[src/rtl/mem_model_burst_arb_if.sv]
// Bus bundle for mem_model_burst_arb: command-queue side and memory-port side.
// The scheduler connects through the slave modport; the environment
// (queues + memory model) drives the master side.
interface mem_model_burst_arb_if #(
    parameter int NUMREQ = 4,
    parameter int ADDRW  = 32,
    parameter int LENW   = 12
);
    localparam int CMDW = ADDRW + LENW + 1;
    localparam int GW   = $clog2(NUMREQ);

    logic                     clr;
    logic [NUMREQ-1:0]        q_empty;
    logic [NUMREQ*CMDW-1:0]   q_rdata;
    logic [NUMREQ-1:0]        q_read;
    logic [ADDRW-1:0]         mem_addr;
    logic                     mem_rd;
    logic                     mem_wr;
    logic                     mem_wait;
    logic [GW-1:0]            grant;
    logic                     busy;
    logic                     burst_done;

    modport slave (
        input  clr, q_empty, q_rdata, mem_wait,
        output q_read, mem_addr, mem_rd, mem_wr, grant, busy, burst_done
    );

    modport master (
        output clr, q_empty, q_rdata, mem_wait,
        input  q_read, mem_addr, mem_rd, mem_wr, grant, busy, burst_done
    );
endinterface

[src/rtl/mem_model_burst_arb.sv]
// Round-robin burst scheduler: pops one command from a non-empty queue and
// expands it into len word accesses on the memory port, honouring mem_wait.
// Optional build macro MEM_MODEL_ARB_FIXED_PRIO_EN selects fixed priority
// (lowest-index non-empty queue wins) instead of round-robin.
module mem_model_burst_arb #(
    parameter int NUMREQ = 4,
    parameter int ADDRW  = 32,
    parameter int LENW   = 12
) (
    input  logic                     clk,
    input  logic                     reset_n,
    mem_model_burst_arb_if.slave     bus
);
    localparam int CMDW = ADDRW + LENW + 1;
    localparam int GW   = $clog2(NUMREQ);

    typedef enum logic {
        ST_IDLE,
        ST_BURST
    } state_t;

    state_t             state_q, state_d;
    logic               wr_q, wr_d;
    logic [ADDRW-1:0]   base_q, base_d;
    logic [LENW-1:0]    len_q, len_d;
    logic [LENW-1:0]    beat_q, beat_d;
    logic [GW-1:0]      grant_q, grant_d;
    logic               done_q, done_d;
`ifndef MEM_MODEL_ARB_FIXED_PRIO_EN
    logic [GW-1:0]      last_q, last_d;
`endif

    logic [GW-1:0]      win_g;
    logic               found;
    logic               pop;
    logic [CMDW-1:0]    head;
    logic [NUMREQ-1:0]  q_read_c;

    // Winner selection among non-empty queues
    always_comb begin
        win_g = '0;
        found = 1'b0;
`ifdef MEM_MODEL_ARB_FIXED_PRIO_EN
        for (int unsigned i = 0; i < NUMREQ; i++) begin
            if (!found && !bus.q_empty[GW'(i)]) begin
                found = 1'b1;
                win_g = GW'(i);
            end
        end
`else
        for (int unsigned off = 1; off <= NUMREQ; off++) begin
            int unsigned cand;
            cand = (32'(last_q) + off) % NUMREQ;
            if (!found && !bus.q_empty[GW'(cand)]) begin
                found = 1'b1;
                win_g = GW'(cand);
            end
        end
`endif
    end

    assign pop  = (state_q == ST_IDLE) && !bus.clr && found;
    assign head = bus.q_rdata[win_g*CMDW +: CMDW];

    // One-hot pop strobe, only in IDLE and only towards the selected queue
    always_comb begin
        q_read_c = '0;
        if (pop) begin
            q_read_c[win_g] = 1'b1;
        end
    end

    // Next-state and burst bookkeeping
    always_comb begin
        state_d = state_q;
        wr_d    = wr_q;
        base_d  = base_q;
        len_d   = len_q;
        beat_d  = beat_q;
        grant_d = grant_q;
        done_d  = 1'b0;
`ifndef MEM_MODEL_ARB_FIXED_PRIO_EN
        last_d  = last_q;
`endif
        case (state_q)
            ST_IDLE: begin
                if (pop) begin
                    wr_d    = head[CMDW-1];
                    base_d  = head[ADDRW+LENW-1:LENW];
                    len_d   = head[LENW-1:0];
                    grant_d = win_g;
`ifndef MEM_MODEL_ARB_FIXED_PRIO_EN
                    last_d  = win_g;
`endif
                    // A zero-length command completes without touching memory
                    if (head[LENW-1:0] != '0) begin
                        state_d = ST_BURST;
                        beat_d  = '0;
                    end else begin
                        done_d  = 1'b1;
                    end
                end
            end
            ST_BURST: begin
                if (bus.clr) begin
                    state_d = ST_IDLE;
                end else if (!bus.mem_wait) begin
                    if (beat_q == len_q - LENW'(1)) begin
                        state_d = ST_IDLE;
                        done_d  = 1'b1;
                    end else begin
                        beat_d  = beat_q + LENW'(1);
                    end
                end
            end
            default: state_d = ST_IDLE;
        endcase
    end

    // State and command registers, asynchronous active-low reset
    always_ff @(posedge clk or negedge reset_n) begin
        if (!reset_n) begin
            state_q <= ST_IDLE;
            wr_q    <= 1'b0;
            base_q  <= '0;
            len_q   <= '0;
            beat_q  <= '0;
            grant_q <= '0;
            done_q  <= 1'b0;
`ifndef MEM_MODEL_ARB_FIXED_PRIO_EN
            last_q  <= GW'(NUMREQ - 1);
`endif
        end else begin
            state_q <= state_d;
            wr_q    <= wr_d;
            base_q  <= base_d;
            len_q   <= len_d;
            beat_q  <= beat_d;
            grant_q <= grant_d;
            done_q  <= done_d;
`ifndef MEM_MODEL_ARB_FIXED_PRIO_EN
            last_q  <= last_d;
`endif
        end
    end

    assign bus.q_read     = q_read_c;
    assign bus.mem_addr   = (state_q == ST_BURST) ? (base_q + ADDRW'(beat_q)) : '0;
    assign bus.mem_rd     = (state_q == ST_BURST) && !wr_q;
    assign bus.mem_wr     = (state_q == ST_BURST) && wr_q;
    assign bus.grant      = grant_q;
    assign bus.busy       = (state_q == ST_BURST);
    assign bus.burst_done = done_q;
endmodule

[src/flat_wrapper.sv]
// flat-port wrapper written by rule: the top's interface ports become plain ports
module mem_model_burst_arb_flat 
#(
    parameter int NUMREQ = 4,
    parameter int ADDRW  = 32,
    parameter int LENW   = 12
)
  (clk, reset_n, bus_clr, bus_q_empty, bus_q_rdata, bus_mem_wait, bus_q_read, bus_mem_addr, bus_mem_rd, bus_mem_wr, bus_grant, bus_busy, bus_burst_done);
  mem_model_burst_arb_if #(.NUMREQ(NUMREQ), .ADDRW(ADDRW), .LENW(LENW)) bus_i ();
  input  logic clk;
  input  logic reset_n;
  input wire logic [$bits(bus_i.clr)-1:0] bus_clr;
  input wire logic [$bits(bus_i.q_empty)-1:0] bus_q_empty;
  input wire logic [$bits(bus_i.q_rdata)-1:0] bus_q_rdata;
  input wire logic [$bits(bus_i.mem_wait)-1:0] bus_mem_wait;
  output wire logic [$bits(bus_i.q_read)-1:0] bus_q_read;
  output wire logic [$bits(bus_i.mem_addr)-1:0] bus_mem_addr;
  output wire logic [$bits(bus_i.mem_rd)-1:0] bus_mem_rd;
  output wire logic [$bits(bus_i.mem_wr)-1:0] bus_mem_wr;
  output wire logic [$bits(bus_i.grant)-1:0] bus_grant;
  output wire logic [$bits(bus_i.busy)-1:0] bus_busy;
  output wire logic [$bits(bus_i.burst_done)-1:0] bus_burst_done;
  assign bus_i.clr = bus_clr;
  assign bus_i.q_empty = bus_q_empty;
  assign bus_i.q_rdata = bus_q_rdata;
  assign bus_i.mem_wait = bus_mem_wait;
  assign bus_q_read = bus_i.q_read;
  assign bus_mem_addr = bus_i.mem_addr;
  assign bus_mem_rd = bus_i.mem_rd;
  assign bus_mem_wr = bus_i.mem_wr;
  assign bus_grant = bus_i.grant;
  assign bus_busy = bus_i.busy;
  assign bus_burst_done = bus_i.burst_done;
  mem_model_burst_arb #(.NUMREQ(NUMREQ), .ADDRW(ADDRW), .LENW(LENW)) u_core (.clk(clk), .reset_n(reset_n), .bus(bus_i));
endmodule
[config.mk]
export PLATFORM = sky130hd
export DESIGN_NAME = mem_model_burst_arb_flat
export DESIGN_NICKNAME = d
export VERILOG_FILES = /design/src/rtl/mem_model_burst_arb_if.sv /design/src/rtl/mem_model_burst_arb.sv /design/src/flat_wrapper.sv
export SDC_FILE = /design/constraint.sdc
export NUM_CORES = 1
export LEC_CHECK = 0
export BUFFER_PORTS_ARGS = -buffer_cell sky130_fd_sc_hd__buf_2
export CORE_AREA = 8 8 112 114
export DETAILED_ROUTE_END_ITERATION = 10
export DIE_AREA = 0 0 120 122
export HOLD_SLACK_MARGIN = 0.12
export PLACE_DENSITY = 0.86
export SETUP_SLACK_MARGIN = 0.1
export SLEW_MARGIN = 20
export SYNTH_ARGS = -nofsm -noshare
export SYNTH_HDL_FRONTEND = slang
export SYNTH_SLANG_ARGS = --single-unit
export TNS_END_PERCENT = 1
[constraint.sdc]
create_clock -name clk -period 7.3 [get_ports clk]
set_input_delay 0.73 -clock clk [delete_from_list [all_inputs] [get_ports clk]]
set_output_delay 0.73 -clock clk [all_outputs]
set_load 0.005 [all_outputs]
# Word-level counts from Yosys, hierarchy flattened
# Index checks and enable logic that the tools add are counted.
[totals] reg_bits=63 latch_bits=0 ram_bits=0 romBits=0 inputBits=188 out_inout_bits=42 mem_count=0
[op_classes] add_sub_neg=7 n_mul=1 div_mod_pow=0 magnitude_cmp=6 eq_ne=6 n_shift=1 n_mux=38 bitwise_logic=1 reduce_logical=18
[ops] op="180-bit by 9-bit variable part select with 45-bit output" count=1
[ops] op="12-bit two-way mux" count=5
[ops] op="32-bit by 12-bit adder with 32-bit output" count=1
[ops] op="32-bit two-way mux" count=1
[ops] op="12-bit case mux with 2 select lines" count=1
[ops] op="1-bit two-way mux" count=19
[ops] op="2-bit by 3-bit < comparator with 1-bit output (second input constant)" count=5
[ops] op="12-bit by 1-bit adder with 12-bit output (second input constant)" count=1
[ops] op="12-bit == test" count=1
[ops] op="12-bit nonzero test" count=1
[ops] op="12-bit by 1-bit subtractor with 12-bit output (second input constant)" count=1
[ops] op="1-bit binary-select mux with 2-bit select" count=4
[ops] op="1-bit logical AND" count=8
[ops] op="2-bit by 6-bit multiplier with 8-bit output (second input constant)" count=1
[ops] op="2-bit two-way mux" count=4
[ops] op="2-bit inequality test (second input constant)" count=4
[ops] op="1-bit zero test" count=7
[ops] op="5-bit AND reduction" count=1
[ops] op="2-bit by 1-bit adder with 2-bit output (second input constant)" count=2
[ops] op="2-bit adder (second input constant)" count=2
[ops] op="4-bit two-way mux" count=1
[ops] op="1-bit case mux with 2 select lines" count=2
[ops] op="1-bit demux with 2-bit select" count=1
[ops] op="2-bit by 1-bit greater-or-equal comparator with 1-bit output (second input constant)" count=1
[ops] op="3 further kinds" count=3

# Longest topological paths before layout
[depth] word_depth=18 ltp_mapped=11 mapped_depth_nobuf=9

# Least setup slack after synthesis
# No wires, ideal clock.
[synth_path] kind="register -> output" start="register u_core.beat_q[0]" end="output bus_mem_addr[14]" arrival_ps=2956 t_required_ps=6570 slack_ps=3614 path_stages_with_launch=11 cell_sequence="dfrtp_1 ha_1 fa_1 a21o_1 a21oi_1 o21bai_1 a2111o_1 a311oi_1 clkbuf_1 o21ai_0 a21oi_1"
[synth_between] elab_chain_cells=2
[synth_lines] element="start: declaration" line="mem_model_burst_arb.sv:26" rtl="logic [LENW-1:0] beat_q, beat_d;"
[synth_lines] element="start signal: assignment" line="mem_model_burst_arb.sv:138" rtl="beat_q <= beat_d;"
[synth_lines] element="32-bit by 12-bit adder with 32-bit output" line="mem_model_burst_arb.sv:148" rtl="assign bus.mem_addr = (state_q == ST_BURST) ? (base_q + ADDRW'(beat_q)) : '0;"
[synth_lines] element="32-bit two-way mux" line="mem_model_burst_arb.sv:148"
[synth_lines] element="end: declaration" line="flat_wrapper.sv:17" rtl="output wire logic [$bits(bus_i.mem_addr)-1:0] bus_mem_addr;"
# No other way between the ends.

# Worst setup path in the final report
[layout_path] start="register u_core.beat_q[1]" end="output bus_mem_addr[29]"
# The elaborated chain is that of the path after synthesis.

==> results.yml <==
run_status:
  outcome: "complete, no violations"
timing:
  timing_hold_violations_final: 0
  finalSetupViolations: 0
  finalClockSkew_ns: 0.00938
  min_period_over_period_pct: 57.2
  rsz0062_at_grt: "false"
  tns_ns: 0
  worst_slew_pin_slew_ns: 0.933
  maxSlewHeadroom_pct: 37.7
  timing.fmax_mhz: 239
  period_needed_ns: 4.18
  slew_viol_final: 0
global_routing:
  grt.total_usage_pct: 25.4
  antenna_found_initial: 1
  grt_pass1_vias: 6294
  use_met3_pct: 6.76
  busiest_layer: "met2"
  grtUsageMet1_pct: 32.4
  grt-ovfl-total: 0
  grt_pass1_wl_mm: 30.7
  grt_max_degree: 76
  use_met2_pct: 41.1
critical_path:
  max_stage_delay_ns: 0.65
  ff2ff_setup_slack_ns: 3.86
  crit_required_ns: 6.57
  crit_top_cell: "a21o_1"
  path_buf_inv: 1
  worst_setup_path_start_kind: "register"
  worstSetupPathType: "reg -> out"
  cp_slowest_cell: "nor4_4"
  worst_ep_arrival_time_ns: 3.45
  worstSetupPathDepth: 9
  path_max_fanout: 17
  worstPathCellList: "ha_1, a21o_1, a21o_1, a2111o_1, and3_1, nor4_4, o311ai_0, o41ai_1, buf_2"
  reg2reg_depth: 9
  critical-path-top-delay-family: "compound AO/OA/AOI/OAI gates"
  crit_path_end_kind: "output port"
floorplan:
  die_y_um: 122
  dieArea_mm2: 0.0146
  die_w_um: 120
  num_rows: 38
  start_util_pct: 53.3
  ios: 230
  fp.coreArea_mm2: 0.0107
clock_network:
  ctsHoldBuffers: 0
  htree_levels: 3
  root_buffer: "clkbuf_8"
  cts_setup_buffers: 0
  cts_sinks: 63
  clk_latency_ns: 0.35
  cts_tree: "yes"
  cts_buffer_depth: 2
  post_cts_resized: 0
  clk_pin_slew_worst_paths_ns: 0.08
  cts_made_buffers: 9
place:
  dpl_cell_area_mm2: 0.00688
  portBuffers: 229
  place_hpwl_mm: 14.9
  gp_congestion: 0.885
final_layout:
  drive_gt1_share_pct: 25.6
  synthToLayoutAreaGrowth_pct: 24.5
  nets: 1252
  fillers: 1037
  design_area_mm2: 0.00710
logic_synthesis:
  yosys_warnings: 0
  synth_edf_count: 0
  synthCells: 861
  ys_seq_elements: 63
  syn_area_mm2: 0.00570
  netlist-cell-type-count: 57
  ys_seq_area_share_pct: 27.7
  async_flop_share_pct: 100
  ys.flop_type: "dfrtp_1"
  synth_fp_nets: 1064
  avgSynthCellArea_um2: 6.62
route:
  ant_nets: 0
  drc: 0
  firstDrtPassIters: 7
  drtIter0Drc: 464
  vias: 6743
  viasPerCell: 5.64
  postRouteWirelength_mm: 19.1
  wl_per_cell_um: 15.9
pwr:
  p_sw_mw: 1.00
  clock_power_share_pct: 14.9
  peakVddDrop_v: 0.000217
  power_leakage_nw: 3.48
  seq_power_share_pct: 33.1
  internal-power_mw: 1.09
  power_density_mw_per_mm2: 294
  switching_share_pct: 48.0
  comb_power_share_pct: 52.0
min_path:
  hold_depth: 2
  hold_path.class: "reg -> reg"
run:
  max_cap_violations: 0
## kinds of logic (layout without fill, tap and decap cells)
kind of cell	after synthesis	in the layout	synth area share (%)
other	0	1	0
AOI/OAI and AO/OA	182	182	19.2
adders and majority gates	15	15	3.42
buffers and inverters	68	261	4.80
xor gates and xnor gates	26	26	3.99
DFF	63	63	27.7
and+or+nand+nor	499	499	39.4
muxes	8	8	1.47
## sequential cells by signal, summed over array words and instances (netlist names)
register	count
u_core.bus.burst_done	1
u_core.len_q	12
u_core.bus.busy	1
u_core.beat_q	12
u_core.base_q	32
u_core.last_q	2
u_core.bus.grant	2
u_core.wr_q	1
## per-stage QoR
stage	worst slack [ns]	hold slack (ns)	total power [mW]	instances	util [%]
final	3.12	0.490	2.09	1195	66.4
after global routing	2.88	0.533	2.28	1195	66.4
after CTS	2.80	0.493	2.09	1194	66.3
after detailed placement	3.22	0.476	1.77	1178	64.3
after global placement	3.28	0.465	1.75	1178	64.3
after floorplan	3.61	0.434	1.40	861	-
## metal layers
metal	routed length (um)	part of all wire (%)	up-vias
li1	-	-	3382
met1	8220	43	3064
met2	8810	46	266
met3	1680	8.8	31
met4	340	1.8	0
met5	0	0	-
## worst reg2reg max path, stage by stage, from the launching register on
cell and delay (ns):
dfrtp_1 0.42, inv_1 0.12, ha_1 0.31, or4b_1 0.57, nor4b_1 0.32, a31oi_1 0.07
a31oi_1 0.22, o2111ai_2 0.28, a21boi_1 0.78, a221o_1 0.29
## cell usage in the layout (no fill, tap or decap), types with 12 or more instances in the layout
cell / n
and3_1: 12
nor4_1: 17
xor2_1: 13
xnor2_1: 13
o21ai_0: 110
or3_1: 13
ha_1: 14
a21oi_1: 21
nor3_1: 20
nand3_1: 60
dfrtp_1: 61
nor2_1: 165
buf_2: 229
nand2_1: 165
## cells in the mapped netlist, drive strengths merged (6+ instances only)
master / instances / area, um2
nand2: 165 / 619
nor2: 165 / 619
o21ai: 111 / 556
dfrtp: 61 / 1530
nand3: 60 / 300
clkbuf: 47 / 176
a21oi: 21 / 105
nor3: 21 / 110
nor4: 18 / 119
ha: 14 / 175
buf: 13 / 67.6
or3: 13 / 81.3
xnor2: 13 / 114
xor2: 13 / 114
and3: 12 / 75.1
a221o: 11 / 110
and2: 8 / 52.6
inv: 8 / 30.0
nand4: 7 / 43.8
a21o: 6 / 45.0
nand2b: 6 / 37.5
## layout make-up
cell class | instances | area (um2) | share of cell area (%)
multi-input cells | 730 | 3900 | 54.9
flip-flops and latches | 63 | 1580 | 22.2
repair buffers | 237 | 1210 | 17.0
well taps | 140 | 175 | 2.47
clock buffers | 10 | 138 | 1.94
clock inverters | 6 | 70.1 | 0.987
inverters | 8 | 30.0 | 0.423
diodes | 1 | 2.50 | 0.0352
## final timing paths
check	start	endpoint
setup / recovery	u_core.beat_q[1]$_DFFE_PN0P_	bus_mem_addr[29]
hold / removal	u_core.base_q[2]$_DFFE_PN0P_	u_core.base_q[2]$_DFFE_PN0P_
setup reg to reg	u_core.len_q[1]$_DFFE_PN0P_	u_core.beat_q[6]$_DFFE_PN0P_
hold reg to reg	u_core.base_q[2]$_DFFE_PN0P_	u_core.base_q[2]$_DFFE_PN0P_
max in group asynchronous	reset_n	u_core.bus.busy$_DFF_PN0_
min in group asynchronous	reset_n	u_core.base_q[31]$_DFFE_PN0P_
## power groups by stage
stage | clock, mW | sequential, mW | combinational, mW
4_1_cts | 0.316 | 0.682 | 1.09
2_1_floorplan | 0 | 0.601 | 0.801
5_1_grt | 0.329 | 0.710 | 1.24
3_3_place_gp | 0 | 0.683 | 1.07
3_5_place_dp | 0 | 0.688 | 1.08
6_report | 0.311 | 0.692 | 1.09
No activity file was read; power rests on OpenSTA's default activity.
